==> src/rtl/jedro_1_lsu.sv <==
// jedro_1_lsu - load/store unit for the jedro_1 core.
//
// Takes one load or store request at a time from the decode stage, turns it
// into a single word-aligned bus transaction with byte enables, and for
// loads extracts, sign/zero-extends and writes back the addressed lanes.
// Misaligned or illegal-size requests are rejected without touching the bus.
//
// Ports:
//   clk_i, rst_i        clock, synchronous active-high reset
//   ctrl_*              request handshake and fields (we, size, unsigned,
//                       addr, wdata, rd); ctrl_ready_o is high while idle
//   mem_req_o/gnt_i     bus request/grant
//   mem_addr_o/we_o/    word address, write enable, byte enables,
//   be_o/wdata_o        lane-replicated write data
//   mem_rvalid_i/rdata_i read response
//   wb_addr_o/data_o/   register file write port (one-cycle wb_we_o pulse)
//   we_o
//   misaligned_o        one-cycle pulse when a request is rejected
module jedro_1_lsu #(
    parameter int DATA_WIDTH     = 32,
    parameter int REG_ADDR_WIDTH = 5
) (
    input  logic                      clk_i,
    input  logic                      rst_i,
    input  logic                      ctrl_valid_i,
    output logic                      ctrl_ready_o,
    input  logic                      ctrl_we_i,
    input  logic [1:0]                ctrl_size_i,
    input  logic                      ctrl_unsigned_i,
    input  logic [DATA_WIDTH-1:0]     ctrl_addr_i,
    input  logic [DATA_WIDTH-1:0]     ctrl_wdata_i,
    input  logic [REG_ADDR_WIDTH-1:0] ctrl_rd_i,
    output logic                      mem_req_o,
    input  logic                      mem_gnt_i,
    output logic [DATA_WIDTH-1:0]     mem_addr_o,
    output logic                      mem_we_o,
    output logic [3:0]                mem_be_o,
    output logic [DATA_WIDTH-1:0]     mem_wdata_o,
    input  logic                      mem_rvalid_i,
    input  logic [DATA_WIDTH-1:0]     mem_rdata_i,
    output logic [REG_ADDR_WIDTH-1:0] wb_addr_o,
    output logic [DATA_WIDTH-1:0]     wb_data_o,
    output logic                      wb_we_o,
    output logic                      misaligned_o
);

    typedef enum logic [1:0] {
        IDLE = 2'b00,
        REQ  = 2'b01,
        RESP = 2'b10
    } state_t;

    state_t state;
    state_t state_next;

    logic                      accept;
    logic                      misaligned;
    logic [3:0]                be_new;
    logic [DATA_WIDTH-1:0]     wdata_new;

    logic                      we_q;
    logic                      unsigned_q;
    logic [1:0]                size_q;
    logic [1:0]                offset_q;
    logic [REG_ADDR_WIDTH-1:0] rd_q;

    logic [DATA_WIDTH-1:0]     rdata_shifted;
    logic [DATA_WIDTH-1:0]     load_data;

    assign accept = ctrl_valid_i && (state == IDLE);

    // Alignment check and lane placement for the incoming request.
    always_comb begin
        misaligned = 1'b0;
        be_new     = 4'b0000;
        wdata_new  = ctrl_wdata_i;
        case (ctrl_size_i)
            2'b00: begin
                be_new    = 4'b0001 << ctrl_addr_i[1:0];
                wdata_new = {4{ctrl_wdata_i[7:0]}};
            end
            2'b01: begin
                misaligned = ctrl_addr_i[0];
                be_new     = 4'b0011 << ctrl_addr_i[1:0];
                wdata_new  = {2{ctrl_wdata_i[15:0]}};
            end
            2'b10: begin
                misaligned = (ctrl_addr_i[1:0] != 2'b00);
                be_new     = 4'b1111;
            end
            default: begin
                misaligned = 1'b1;
            end
        endcase
    end

    // State register.
    always_ff @(posedge clk_i) begin
        if (rst_i) begin
            state <= IDLE;
        end else begin
            state <= state_next;
        end
    end

    // Next-state logic; grant only matters in REQ, rvalid only in RESP.
    always_comb begin
        state_next = state;
        case (state)
            IDLE: begin
                if (accept && !misaligned) begin
                    state_next = REQ;
                end
            end
            REQ: begin
                if (mem_gnt_i) begin
                    state_next = we_q ? IDLE : RESP;
                end
            end
            RESP: begin
                if (mem_rvalid_i) begin
                    state_next = IDLE;
                end
            end
            default: state_next = IDLE;
        endcase
    end

    // State-decoded outputs.
    always_comb begin
        ctrl_ready_o = (state == IDLE);
        mem_req_o    = (state == REQ);
        mem_we_o     = (state == REQ) && we_q;
    end

    // Request fields are captured only for aligned accepts, so the bus
    // outputs stay stable from acceptance through the grant cycle.
    always_ff @(posedge clk_i) begin
        if (rst_i) begin
            we_q         <= 1'b0;
            unsigned_q   <= 1'b0;
            size_q       <= 2'b00;
            offset_q     <= 2'b00;
            rd_q         <= '0;
            mem_addr_o   <= '0;
            mem_be_o     <= 4'b0000;
            mem_wdata_o  <= '0;
            misaligned_o <= 1'b0;
        end else begin
            misaligned_o <= accept && misaligned;
            if (accept && !misaligned) begin
                we_q        <= ctrl_we_i;
                unsigned_q  <= ctrl_unsigned_i;
                size_q      <= ctrl_size_i;
                offset_q    <= ctrl_addr_i[1:0];
                rd_q        <= ctrl_rd_i;
                mem_addr_o  <= {ctrl_addr_i[DATA_WIDTH-1:2], 2'b00};
                mem_be_o    <= be_new;
                mem_wdata_o <= wdata_new;
            end
        end
    end

    // Move the addressed lanes down to bit 0, then truncate and extend.
    always_comb begin
        rdata_shifted = mem_rdata_i >> {offset_q, 3'b000};
        case (size_q)
            2'b00:   load_data = unsigned_q ? {24'h000000, rdata_shifted[7:0]}
                                            : {{24{rdata_shifted[7]}}, rdata_shifted[7:0]};
            2'b01:   load_data = unsigned_q ? {16'h0000, rdata_shifted[15:0]}
                                            : {{16{rdata_shifted[15]}}, rdata_shifted[15:0]};
            default: load_data = rdata_shifted;
        endcase
    end

    // Writeback pulse; x0 is never written, and the address/data registers
    // only change when a real write happens.
    always_ff @(posedge clk_i) begin
        if (rst_i) begin
            wb_we_o   <= 1'b0;
            wb_addr_o <= '0;
            wb_data_o <= '0;
        end else begin
            wb_we_o <= 1'b0;
            if ((state == RESP) && mem_rvalid_i && (rd_q != '0)) begin
                wb_we_o   <= 1'b1;
                wb_addr_o <= rd_q;
                wb_data_o <= load_data;
            end
        end
    end

endmodule

==> config.mk <==
export PLATFORM = sky130hd
export DESIGN_NAME = jedro_1_lsu
export DESIGN_NICKNAME = d
export VERILOG_FILES = /design/src/rtl/jedro_1_lsu.sv
export SDC_FILE = /design/constraint.sdc
export NUM_CORES = 1
export LEC_CHECK = 0
export BUFFER_PORTS_ARGS = -buffer_cell sky130_fd_sc_hd__buf_4
export CAP_MARGIN = 20
export CORE_MARGIN = 2
export CORE_UTILIZATION = 43
export DETAILED_ROUTE_END_ITERATION = 7
export PLACE_DENSITY = 0.85
export SYNTH_ARGS = -nofsm -noshare
export SYNTH_HDL_FRONTEND = slang
export SYNTH_SLANG_ARGS = --single-unit
==> constraint.sdc <==
create_clock -name clk_i -period 1.5 [get_ports clk_i]
set_input_delay 0.075 -clock clk_i [delete_from_list [all_inputs] [get_ports clk_i]]
set_output_delay 0.075 -clock clk_i [all_outputs]
set_load 0.03 [all_outputs]
==> results of run 1 <==
-- routing by layer --
layer	vias up	wire (um)
met5	-	0
met4	0	1490
met3	125	2240
met2	433	12000
met1	3014	8340
li1	2806	-
-- cell usage in the layout, fill, tap and decap left out, drive strengths merged, types with 3 or more instances in the layout --
cell type / synthesis / final
a211oi: 17 / 17
a21o: 2 / 3
a21oi: 75 / 75
a311oi: 8 / 8
buf: 34 / 286
bufinv: 0 / 3
clkbuf: 22 / 32
clkinv: 0 / 6
dfxtp: 118 / 118
dlygate4sd3: 0 / 62
mux2: 7 / 7
mux2i: 33 / 33
nand2: 164 / 164
nand2b: 4 / 4
nand3: 16 / 16
nand3b: 16 / 16
nor2: 34 / 34
nor2b: 3 / 3
nor3: 5 / 5
o211ai: 9 / 9
o21a: 1 / 3
o21ai: 18 / 18
o2bb2ai: 7 / 7
o311ai: 8 / 8
-- worst min-delay path, stage by stage --
cell and delay (ps):
buf_4 110, mux2i_1 130, a211oi_1 80
-- cell type report --
class	count	share of cell area, %
timing repair buffer	357	34.6
tap	147	1.90
clock inverter	9	1.28
clock buffer	23	4.93
sequential	118	24.4
multi-input combinational	448	32.9
-- cell usage after synthesis (5+ instances only) --
cell,count,area [sq um]
mux2i_1,33,330
nand2_1,155,582
dfxtp_1,118,2360
buf_4,9,67.6
a21oi_1,65,325
o311ai_0,7,61.3
nand2_2,9,56.3
clkbuf_1,22,82.6
buf_2,19,95.1
nor3_1,5,25.0
o211ai_1,9,67.6
o2bb2ai_1,7,61.3
mux2_2,7,78.8
a311oi_1,8,70.1
a21oi_2,10,87.6
nand3b_1,16,120
nor2_1,34,128
o21ai_0,16,80.1
nand3_1,16,80.1
a211oi_1,17,128
-- report_power, final --
group / leakage (nW) / internal (mW) / switching, mW
Clock: 0.301 / 2.73 / 1.49
Sequential: 0.962 / 3.29 / 0.132
Combinational: 2.87 / 1.12 / 1.24
-- kinds of logic after synthesis --
| logic type | Yosys count | share of synthesized area [%] |
|---|---|---|
| buffers and inverters | 56 | 5.74 |
| and+or+nand+nor | 249 | 21.1 |
| muxes | 41 | 8.32 |
| other | 1 | 0.0723 |
| DFF | 118 | 45.5 |
| AOI/OAI and AO/OA | 152 | 19.2 |
-- repair_timing --
| item | 4_1_cts | 5_1_grt |
|---|---|---|
| endpoints found under the setup margin | 110 | 117 |
| setup buffers | 11 | 13 |
| gates cloned | 10 | 14 |
| hold buffers | 62 | 0 |
| endpoints found under the hold margin | 62 | 0 |
| pin swaps | 23 | 51 |
| gates resized for setup | 49 | 163 |
-- sequential cells by signal, indices dropped and copies added (netlist names) --
name          count
mem_addr_o       30
mem_be_o          4
mem_wdata_o      32
misaligned_o      1
offset_q          2
rd_q              5
size_q            2
state             2
unsigned_q        1
wb_addr_o         5
wb_data_o        32
wb_we_o           1
we_q              1
-- worst max path at each step --
stage,end,slack (ps)
floorplan,wb_data_o[23]$_SDFFE_PP0P_,-60
global placement,wb_data_o[10]$_SDFFE_PP0P_,-150
detailed placement,wb_data_o[9]$_SDFFE_PP0P_,-190
CTS,wb_data_o[9]$_SDFFE_PP0P_,-150
global route,mem_wdata_o[2]$_SDFFE_PP0P_,-320
finish,mem_wdata_o[2]$_SDFFE_PP0P_,-270
==> impl_metrics.env, run 1 <==
export IMPL_outcome="finished with violations"
export IMPL_violations="setup timing"
export IMPL_rsz0062_at_grt="true"
export IMPL_path_clk_slew_ps=60
export IMPL_gr_max_usage_layer="met2"
export IMPL_fin_crit_ps=1770
export IMPL_grt_pass1_wl_um=30100
export IMPL_synth_edf_count=0
export IMPL_yosysWarnings=0
export IMPL_dp_hpwl_um=11300
export IMPL_place_ws_ps=-188
export IMPL_max_slew_margin_pct=41.8
export IMPL_min_delay_worst_endpoint="mem_wdata_o[16]$_SDFFE_PP0P_"
export IMPL_numCtsBuffers=17
export IMPL_worstPathMaxFanout=6
export IMPL_fin_cells=1102
export IMPL_slew_violations=0
export IMPL_wl_per_cell_um=21.8
export IMPL_vias=6378
export IMPL_dieArea_sq_um=13000
export IMPL_crit_type="reg -> reg"
export IMPL_use_met3_pct=10.4
export IMPL_multiInputGateArea_sq_um=3190
export IMPL_synthFlopType="dfxtp_1"
export IMPL_layout_setup_ws_ps=-272
export IMPL_slowest_delay_ps=440
export IMPL_worst_ep_arrival_time_ps=2100
export IMPL_netlist_instances=617
export IMPL_gr_usage_met1_pct=32.6
export IMPL_drt_iter0_drc=602
export IMPL_crit_top_cell="buf_12"
export IMPL_async_reset_ff_share_pct=0
export IMPL_gp_congestion=0.855
export IMPL_cts_tree="yes"
export IMPL_gr_total_overflow=0
export IMPL_grt_pass1_vias=5895
export IMPL_placed_cell_area_sq_um=7070
export IMPL_synth_distinct_cells=42
export IMPL_cp_end_kind="flip-flop"
export IMPL_finalClockSkew_ps=7.53
export IMPL_cts_sinks=118
export IMPL_hold_viol=0
export IMPL_drive_gt1_share_pct=50.3
export IMPL_antenna_cells=0
export IMPL_place_inst=965
export IMPL_avgViaCountPerCell=5.79
export IMPL_p_per_area_nw_per_um2=1030
export IMPL_grt_antenna_before_repair=0
export IMPL_clockBufferDepth=2
export IMPL_hold_path_class="in -> reg"
export IMPL_grt_use_total_pct=29.9
export IMPL_tns_ps=-19620
export IMPL_max_cap_violations=0
export IMPL_port_buffers=217
export IMPL_drtPass1Iterations=7
export IMPL_grt_max_degree=75
export IMPL_root_buffer="clkbuf_16"
export IMPL_cp_num_cells=8
export IMPL_dieWidth_um=114
export IMPL_core_sq_um=11900
export IMPL_fin_util_pct=81.4
export IMPL_start_util_pct=43.5
export IMPL_rows=40
export IMPL_reg2reg_depth=8
export IMPL_cts_htree_levels=4
export IMPL_worstHoldStart="ctrl_wdata_i[16]"
export IMPL_ir_drop_v=0.00104
export IMPL_p_leak_nw=4.14
export IMPL_setup_worst_path_start_class="flip-flop"
export IMPL_r2r_end="mem_wdata_o[2]$_SDFFE_PP0P_"
export IMPL_yosys_register_bits=118
export IMPL_crit_chain="or3b_4 -> a21oi_4 -> buf_12 -> buf_12 -> buf_16 -> buf_12 -> nand2_2 -> a21oi_1"
export IMPL_fin_nets=1052
export IMPL_drc=0
export IMPL_timing_fmax_ghz=0.564
export IMPL_die_h_um=114
export IMPL_crit_path_top_delay_cell="or3b_4"
export IMPL_antenna_left=0
export IMPL_crit_start="state[0]$_SDFFE_PP0P_"
export IMPL_min_path_cells=3
export IMPL_r2r_slack_ps=-270
export IMPL_r2r_start="state[0]$_SDFFE_PP0P_"
export IMPL_setup_violations=117
export IMPL_whs_ps=10.3
export IMPL_syn_to_final_growth_pct=87.0
export IMPL_cp_num_buf_inv=4
export IMPL_clk_latency_ps=420
export IMPL_critical_path_required_ps=1830
export IMPL_syn_avg_cell_area_sq_um=8.41
export IMPL_critPathTopFamily="simple AND/OR/NAND/NOR gates"
export IMPL_power_total_mw=10.0
export IMPL_fill_cells=633
export IMPL_gr_usage_met2_pct=51.1
export IMPL_syn_cell_area_sq_um=5190
export IMPL_finalCritPeriodShare_pct=118
export IMPL_ioPinCount=220
export IMPL_wl_um=24100
export IMPL_seq_area_sq_um=2370
export IMPL_finalInstanceArea_sq_um=9700
export IMPL_yosysSeqAreaShare_pct=45.5
export IMPL_max_slew_worst_pin_slew_ps=872
No activity file was read; power rests on OpenSTA's default activity.
==> run 2: changes to the inputs <==
--- a/config.mk
+++ b/config.mk
@@ -7,10 +7,12 @@
 export LEC_CHECK = 0
 export BUFFER_PORTS_ARGS = -buffer_cell sky130_fd_sc_hd__buf_4
 export CAP_MARGIN = 20
+export CELL_PAD_IN_SITES_DETAIL_PLACEMENT = 0
+export CELL_PAD_IN_SITES_GLOBAL_PLACEMENT = 2
 export CORE_MARGIN = 2
-export CORE_UTILIZATION = 43
+export CORE_UTILIZATION = 24
 export DETAILED_ROUTE_END_ITERATION = 7
-export PLACE_DENSITY = 0.85
+export PLACE_DENSITY = 0.86
 export SYNTH_ARGS = -nofsm -noshare
 export SYNTH_HDL_FRONTEND = slang
 export SYNTH_SLANG_ARGS = --single-unit
==> run 2 against run 1 <==
The run still ends with setup timing left. Core utilization shrank 35 points. Wire length decreased by 16%. Sequential power about the same. Critical path depth is 2 lower. Combinational power fell by 6%. Clock skew is 1.7 ps higher. Sequential share of layout area about the same. Fmax increased by 7.2%. Non-clock buffer count fell by 8. Worst hold slack improved by 5.8 ps.
==> impl_metrics.env, run 2 (synthesis results as in run 1) <==
export IMPL_outcome="finished with violations"
export IMPL_violations="setup timing"
export IMPL_r2r_slack_ps=-150
export IMPL_wl_um=20300
export IMPL_syn_to_final_growth_pct=86.9
export IMPL_vias=5689
export IMPL_tns_ps=-9540
export IMPL_core_sq_um=21100
export IMPL_drive_gt1_share_pct=49.5
export IMPL_finalCritPeriodShare_pct=110
export IMPL_gr_total_overflow=0
export IMPL_timing_fmax_ghz=0.605
export IMPL_numCtsBuffers=17
export IMPL_root_buffer="clkbuf_16"
export IMPL_place_ws_ps=-237
export IMPL_final_common_cell="buf_4"
export IMPL_cts_sinks=118
export IMPL_fin_cells=1222
export IMPL_layout_setup_ws_ps=-153
export IMPL_grt_max_degree=97
export IMPL_hold_path_class="in -> reg"
export IMPL_whs_ps=16.2
export IMPL_port_buffers=217
export IMPL_hold_viol=0
export IMPL_fill_cells=2023
export IMPL_crit_type="reg -> reg"
export IMPL_power_total_mw=9.65
export IMPL_ioPinCount=220
export IMPL_slew_violations=0
export IMPL_fin_util_pct=46.0
export IMPL_drtPass1Iterations=4
export IMPL_max_cap_violations=0
export IMPL_setup_violations=116
export IMPL_worst_ep_arrival_time_ps=1950
export IMPL_dieWidth_um=151
export IMPL_min_path_cells=3
export IMPL_drc=0
export IMPL_place_inst=1100
export IMPL_min_delay_worst_endpoint="mem_wdata_o[21]$_SDFFE_PP0P_"
export IMPL_cp_end_kind="flip-flop"
export IMPL_worstPathMaxFanout=7
export IMPL_p_leak_nw=3.99
export IMPL_grt_pass1_vias=5377
export IMPL_multiInputGateArea_sq_um=3140
export IMPL_clk_latency_ps=410
export IMPL_drt_iter0_drc=229
export IMPL_finalClockSkew_ps=9.26
export IMPL_reg2reg_depth=6
export IMPL_placed_cell_area_sq_um=7320
export IMPL_fin_crit_ps=1650
export IMPL_path_clk_slew_ps=60
export IMPL_rsz0062_at_grt="true"
export IMPL_seq_area_sq_um=2370
export IMPL_worstHoldStart="ctrl_wdata_i[21]"
export IMPL_r2r_end="wb_data_o[29]$_SDFFE_PP0P_"
export IMPL_grt_use_total_pct=16.4
export IMPL_max_slew_worst_pin_slew_ps=576
export IMPL_cts_htree_levels=4
export IMPL_die_h_um=151
export IMPL_wl_per_cell_um=16.6
export IMPL_cts_tree="yes"
export IMPL_critical_path_required_ps=1800
export IMPL_ir_drop_v=0.000692
export IMPL_rows=53
export IMPL_setup_worst_path_start_class="flip-flop"
export IMPL_grt_pass1_wl_um=28700
export IMPL_r2r_start="rd_q[0]$_SDFFE_PP0P_"
export IMPL_fin_nets=1042
export IMPL_gp_congestion=0.767
export IMPL_final_cell_mix="252 x buf_4, 114 x dfxtp_1, 103 x nand2_1, 62 x dlygate4sd3_1, 45 x a21oi_2"
export IMPL_avgViaCountPerCell=4.66
export IMPL_top_regs="mem_wdata_o (32), wb_data_o (32), mem_addr_o (30)"
export IMPL_dp_hpwl_um=12500
export IMPL_max_slew_margin_pct=61.6
export IMPL_finalInstanceArea_sq_um=9690
export IMPL_crit_start="rd_q[0]$_SDFFE_PP0P_"
export IMPL_p_per_area_nw_per_um2=996
export IMPL_start_util_pct=24.6
export IMPL_dieArea_sq_um=22800
export IMPL_clockBufferDepth=2
export IMPL_antenna_left=0
export IMPL_grt_antenna_before_repair=1
run 2: layout make-up:
class	count	share of cell area, %
clock inverter	12	1.33
timing repair buffer	349	33.6
clock buffer	20	4.71
multi-input combinational	446	32.4
sequential	118	24.4
antenna	2	0.0516
tap	275	3.55
run 2: critical path: stages, from the launching register on:
cell,delay [ps]
dfxtp_2,320
or4_4,570
o21ai_4,160
buf_12,160
a211o_4,150
buf_6,120
nand3_1,60
run 2: where the power goes:
part / switching [mW] / internal (mW)
Clock: 1.49 / 2.52
Sequential: 0.119 / 3.29
Combinational: 1.13 / 1.09
Total: 2.74 / 6.91
run 2: timing repair:
action                     CTS  global route
pin swaps                   16            70
gates resized for setup     32           154
setup buffers                6             2
setup endpoints to repair   94           117
hold endpoints to repair    62             0
hold buffers                62             0
cloned                      12             7
run 2: routing by layer:
metal	track usage [%]	wire length, um	vias up
met1	21.0	8950	2666
li1	-	-	2799
met2	25.7	9450	195
met3	5.66	1510	29
met4	5.37	375	0
met5	0	0	-
run 2: worst max-delay path by stage:
stage	slack [ps]	end	depth (start not counted)
CTS	-150	wb_data_o[16]$_SDFFE_PP0P_	6
global route	-220	wb_data_o[28]$_SDFFE_PP0P_	6
global placement	-220	wb_data_o[8]$_SDFFE_PP0P_	3
floorplan	-60	wb_data_o[23]$_SDFFE_PP0P_	6
finish	-150	wb_data_o[29]$_SDFFE_PP0P_	6
detailed placement	-240	wb_data_o[29]$_SDFFE_PP0P_	5
==> run 3: changes to the inputs <==
--- a/config.mk
+++ b/config.mk
@@ -5,14 +5,16 @@
 export SDC_FILE = /design/constraint.sdc
 export NUM_CORES = 1
 export LEC_CHECK = 0
+export ABC_AREA = 1
 export BUFFER_PORTS_ARGS = -buffer_cell sky130_fd_sc_hd__buf_4
 export CAP_MARGIN = 20
 export CELL_PAD_IN_SITES_DETAIL_PLACEMENT = 0
 export CELL_PAD_IN_SITES_GLOBAL_PLACEMENT = 2
 export CORE_MARGIN = 2
-export CORE_UTILIZATION = 24
+export CORE_UTILIZATION = 22
 export DETAILED_ROUTE_END_ITERATION = 7
-export PLACE_DENSITY = 0.86
+export GPL_TIMING_DRIVEN = 0
+export PLACE_DENSITY = 0.85
 export SYNTH_ARGS = -nofsm -noshare
 export SYNTH_HDL_FRONTEND = slang
 export SYNTH_SLANG_ARGS = --single-unit
==> run 3 against run 2 <==
The run now ends clean. Register-to-register slack better by 180 ps. Synthesized cell count up 31%. Final cell count up 18%. Fmax up 13%. Clock power down 5.2%. Critical path type unchanged. Critical endpoint is now mem_addr_o[24]$_SDFFE_PP0P_. Largest power group unchanged. Highest routed layer unchanged.
==> impl_metrics.env, run 3 <==
export IMPL_synth_distinct_cells=26
export IMPL_root_buffer="clkbuf_16"
export IMPL_antenna_left=0
export IMPL_critical_path_required_ps=1840
export IMPL_p_leak_nw=4.20
export IMPL_hold_viol=0
export IMPL_yosys_register_bits=118
export IMPL_yosysSeqAreaShare_pct=44.0
export IMPL_crit_start="state[1]$_SDFFE_PP0P_"
export IMPL_drtPass1Iterations=5
export IMPL_finalCritPeriodShare_pct=98.0
export IMPL_power_total_mw=10.4
export IMPL_ir_drop_v=0.000585
export IMPL_die_h_um=160
export IMPL_top_regs="mem_wdata_o (32), wb_data_o (32), mem_addr_o (30)"
export IMPL_drc=0
export IMPL_syn_cell_area_sq_um=5370
export IMPL_max_slew_worst_pin_slew_ps=764
export IMPL_numCtsBuffers=17
export IMPL_cp_end_kind="flip-flop"
export IMPL_crit_chain="nor2_4 -> nand2_2 -> inv_2 -> nand3_4 -> clkinv_4 -> buf_12 -> clkbuf_16 -> nand2_4 -> a21oi_2"
export IMPL_port_buffers=216
export IMPL_synthTopCellsByArea="dfxtp_1 44%, nand2_1 17%, a21oi_1 9.8%, o21ai_0 6.6%, nor2_1 5.4%"
export IMPL_worst_ep_arrival_time_ps=1810
export IMPL_cts_tree="yes"
export IMPL_grt_use_total_pct=16.6
export IMPL_grt_max_degree=17
export IMPL_yosysWarnings=0
export IMPL_grt_pass1_wl_um=33200
export IMPL_setup_violations=0
export IMPL_synth_area_leader_cell="dfxtp_1"
export IMPL_final_cell_mix="238 x buf_4, 227 x nand2_1, 115 x dfxtp_1, 86 x a21oi_1, 75 x nor2_1"
export IMPL_dieWidth_um=160
export IMPL_cts_htree_levels=4
export IMPL_dieArea_sq_um=25700
export IMPL_async_reset_ff_share_pct=0
export IMPL_gp_congestion=0.847
export IMPL_layout_setup_ws_ps=30.4
export IMPL_gr_total_overflow=0
export IMPL_drt_iter0_drc=254
export IMPL_synth_edf_count=0
export IMPL_slew_violations=0
export IMPL_fin_nets=1213
export IMPL_r2r_start="state[1]$_SDFFE_PP0P_"
export IMPL_yosysTopAreaCellShare_pct=44.0
export IMPL_max_cap_violations=0
export IMPL_yosys_top_cells_count="241 x nand2_1, 118 x dfxtp_1, 105 x a21oi_1"
export IMPL_rsz0062_at_grt="true"
export IMPL_final_common_cell="buf_4"
export IMPL_grt_pass1_vias=6058
export IMPL_avgViaCountPerCell=4.32
export IMPL_synthFlopType="dfxtp_1"
export IMPL_clockBufferDepth=2
export IMPL_place_ws_ps=-387
export IMPL_crit_path_top_delay_cell="dfxtp_4"
export IMPL_finalClockSkew_ps=10.0
export IMPL_timing_fmax_ghz=0.680
export IMPL_rows=57
export IMPL_setup_worst_path_start_class="flip-flop"
export IMPL_p_per_area_nw_per_um2=1170
export IMPL_whs_ps=5.16
export IMPL_worstHoldStart="ctrl_addr_i[0]"
export IMPL_worstPathMaxFanout=7
export IMPL_max_slew_margin_pct=49.1
export IMPL_syn_to_final_growth_pct=65.9
export IMPL_dp_hpwl_um=16000
export IMPL_ioPinCount=220
export IMPL_vias=6219
export IMPL_grt_antenna_before_repair=1
export IMPL_core_sq_um=24100
export IMPL_path_clk_slew_ps=60
export IMPL_cts_sinks=118
export IMPL_start_util_pct=22.3
export IMPL_drive_gt1_share_pct=32.8
export IMPL_crit_type="reg -> reg"
export IMPL_syn_avg_cell_area_sq_um=6.65
export IMPL_synth_most_common_cell="nand2_1"
export IMPL_wl_um=21900
export IMPL_wl_per_cell_um=15.2
export IMPL_fill_cells=2655
export IMPL_fin_crit_ps=1470
export IMPL_hold_path_class="in -> reg"
export IMPL_clk_latency_ps=410
export IMPL_outcome="finished, final reports clean"
export IMPL_slowest_delay_ps=360
export IMPL_netlist_instances=807
run 3: worst paths after layout:
check / end / slack [ps] / cells after the start
hold reg to reg: wb_addr_o[2]$_SDFFE_PP0P_ / 460 / 2
hold / removal: offset_q[0]$_SDFFE_PP0P_ / 5 / 3
setup reg to reg: mem_addr_o[24]$_SDFFE_PP0P_ / 30 / 9
setup / recovery: mem_addr_o[24]$_SDFFE_PP0P_ / 30 / 9
run 3: routing by layer:
| metal | vias to the layer above | share of wire (%) | GRT usage, % |
|---|---|---|---|
| li1 | 3157 | - | - |
| met1 | 2830 | 44 | 20.4 |
| met2 | 216 | 47 | 28.2 |
| met3 | 16 | 7.3 | 5.58 |
| met4 | 0 | 1.0 | 3.69 |
| met5 | - | 0 | 0 |
run 3: logic make-up (layout without fill, tap and decap cells):
kind of cell,count (synthesis),in the layout,share of synthesized area [%]
AND/OR/NAND/NOR,373,373,28.0
AO/OA/AOI/OAI,186,186,17.5
buffers and inverters,129,437,10.5
flip-flops,118,118,44.0
other,1,3,0.0699
run 3: per-stage QoR:
step                TNS, ps  cells  util [%]  cell area, sq um
detailed placement   -18740   1348      30.7              7400
floorplan                 0    808         -              5380
CTS                       0   1432      35.3              8520
global placement     -18350   1348      30.7              7400
finish                    0   1441      36.9              8900
global route           -511   1441      36.9              8900
run 3: area by class of cell:
class                           instances  area [sq um]  area share, %
Multi-Input combinational cell        561          2650           29.8
Sequential cell                       118          2370           26.6
Timing Repair Buffer                  276          2250           25.3
Clock buffer                           20           467           5.24
Tap cell                              324           405           4.55
Buffer                                 54           388           4.36
Inverter                               75           289           3.25
Clock inverter                         12          78.8          0.885
Antenna cell                            1          2.50         0.0281
run 3: critical path, delay by kind of cell, from the launching register on:
family,cells,cell delay [ps]
buf+inv,4,490
simple gates,4,400
flops,1,360
compound gates,1,130
run 3: repair_timing:
item	4_1_cts	5_1_grt
endpoints found under the hold margin	47	0
gates cloned	0	3
setup endpoints to repair	116	101
gates resized for setup	24	111
buffers inserted	5	5
hold buffers	47	0
pin swaps	2	15
run 3: report_power, final:
part	total [mW]	internal (mW)	switching [mW]
clock	3.81	2.23	1.58
sequential	3.58	3.42	0.165
combinational	2.99	1.23	1.76
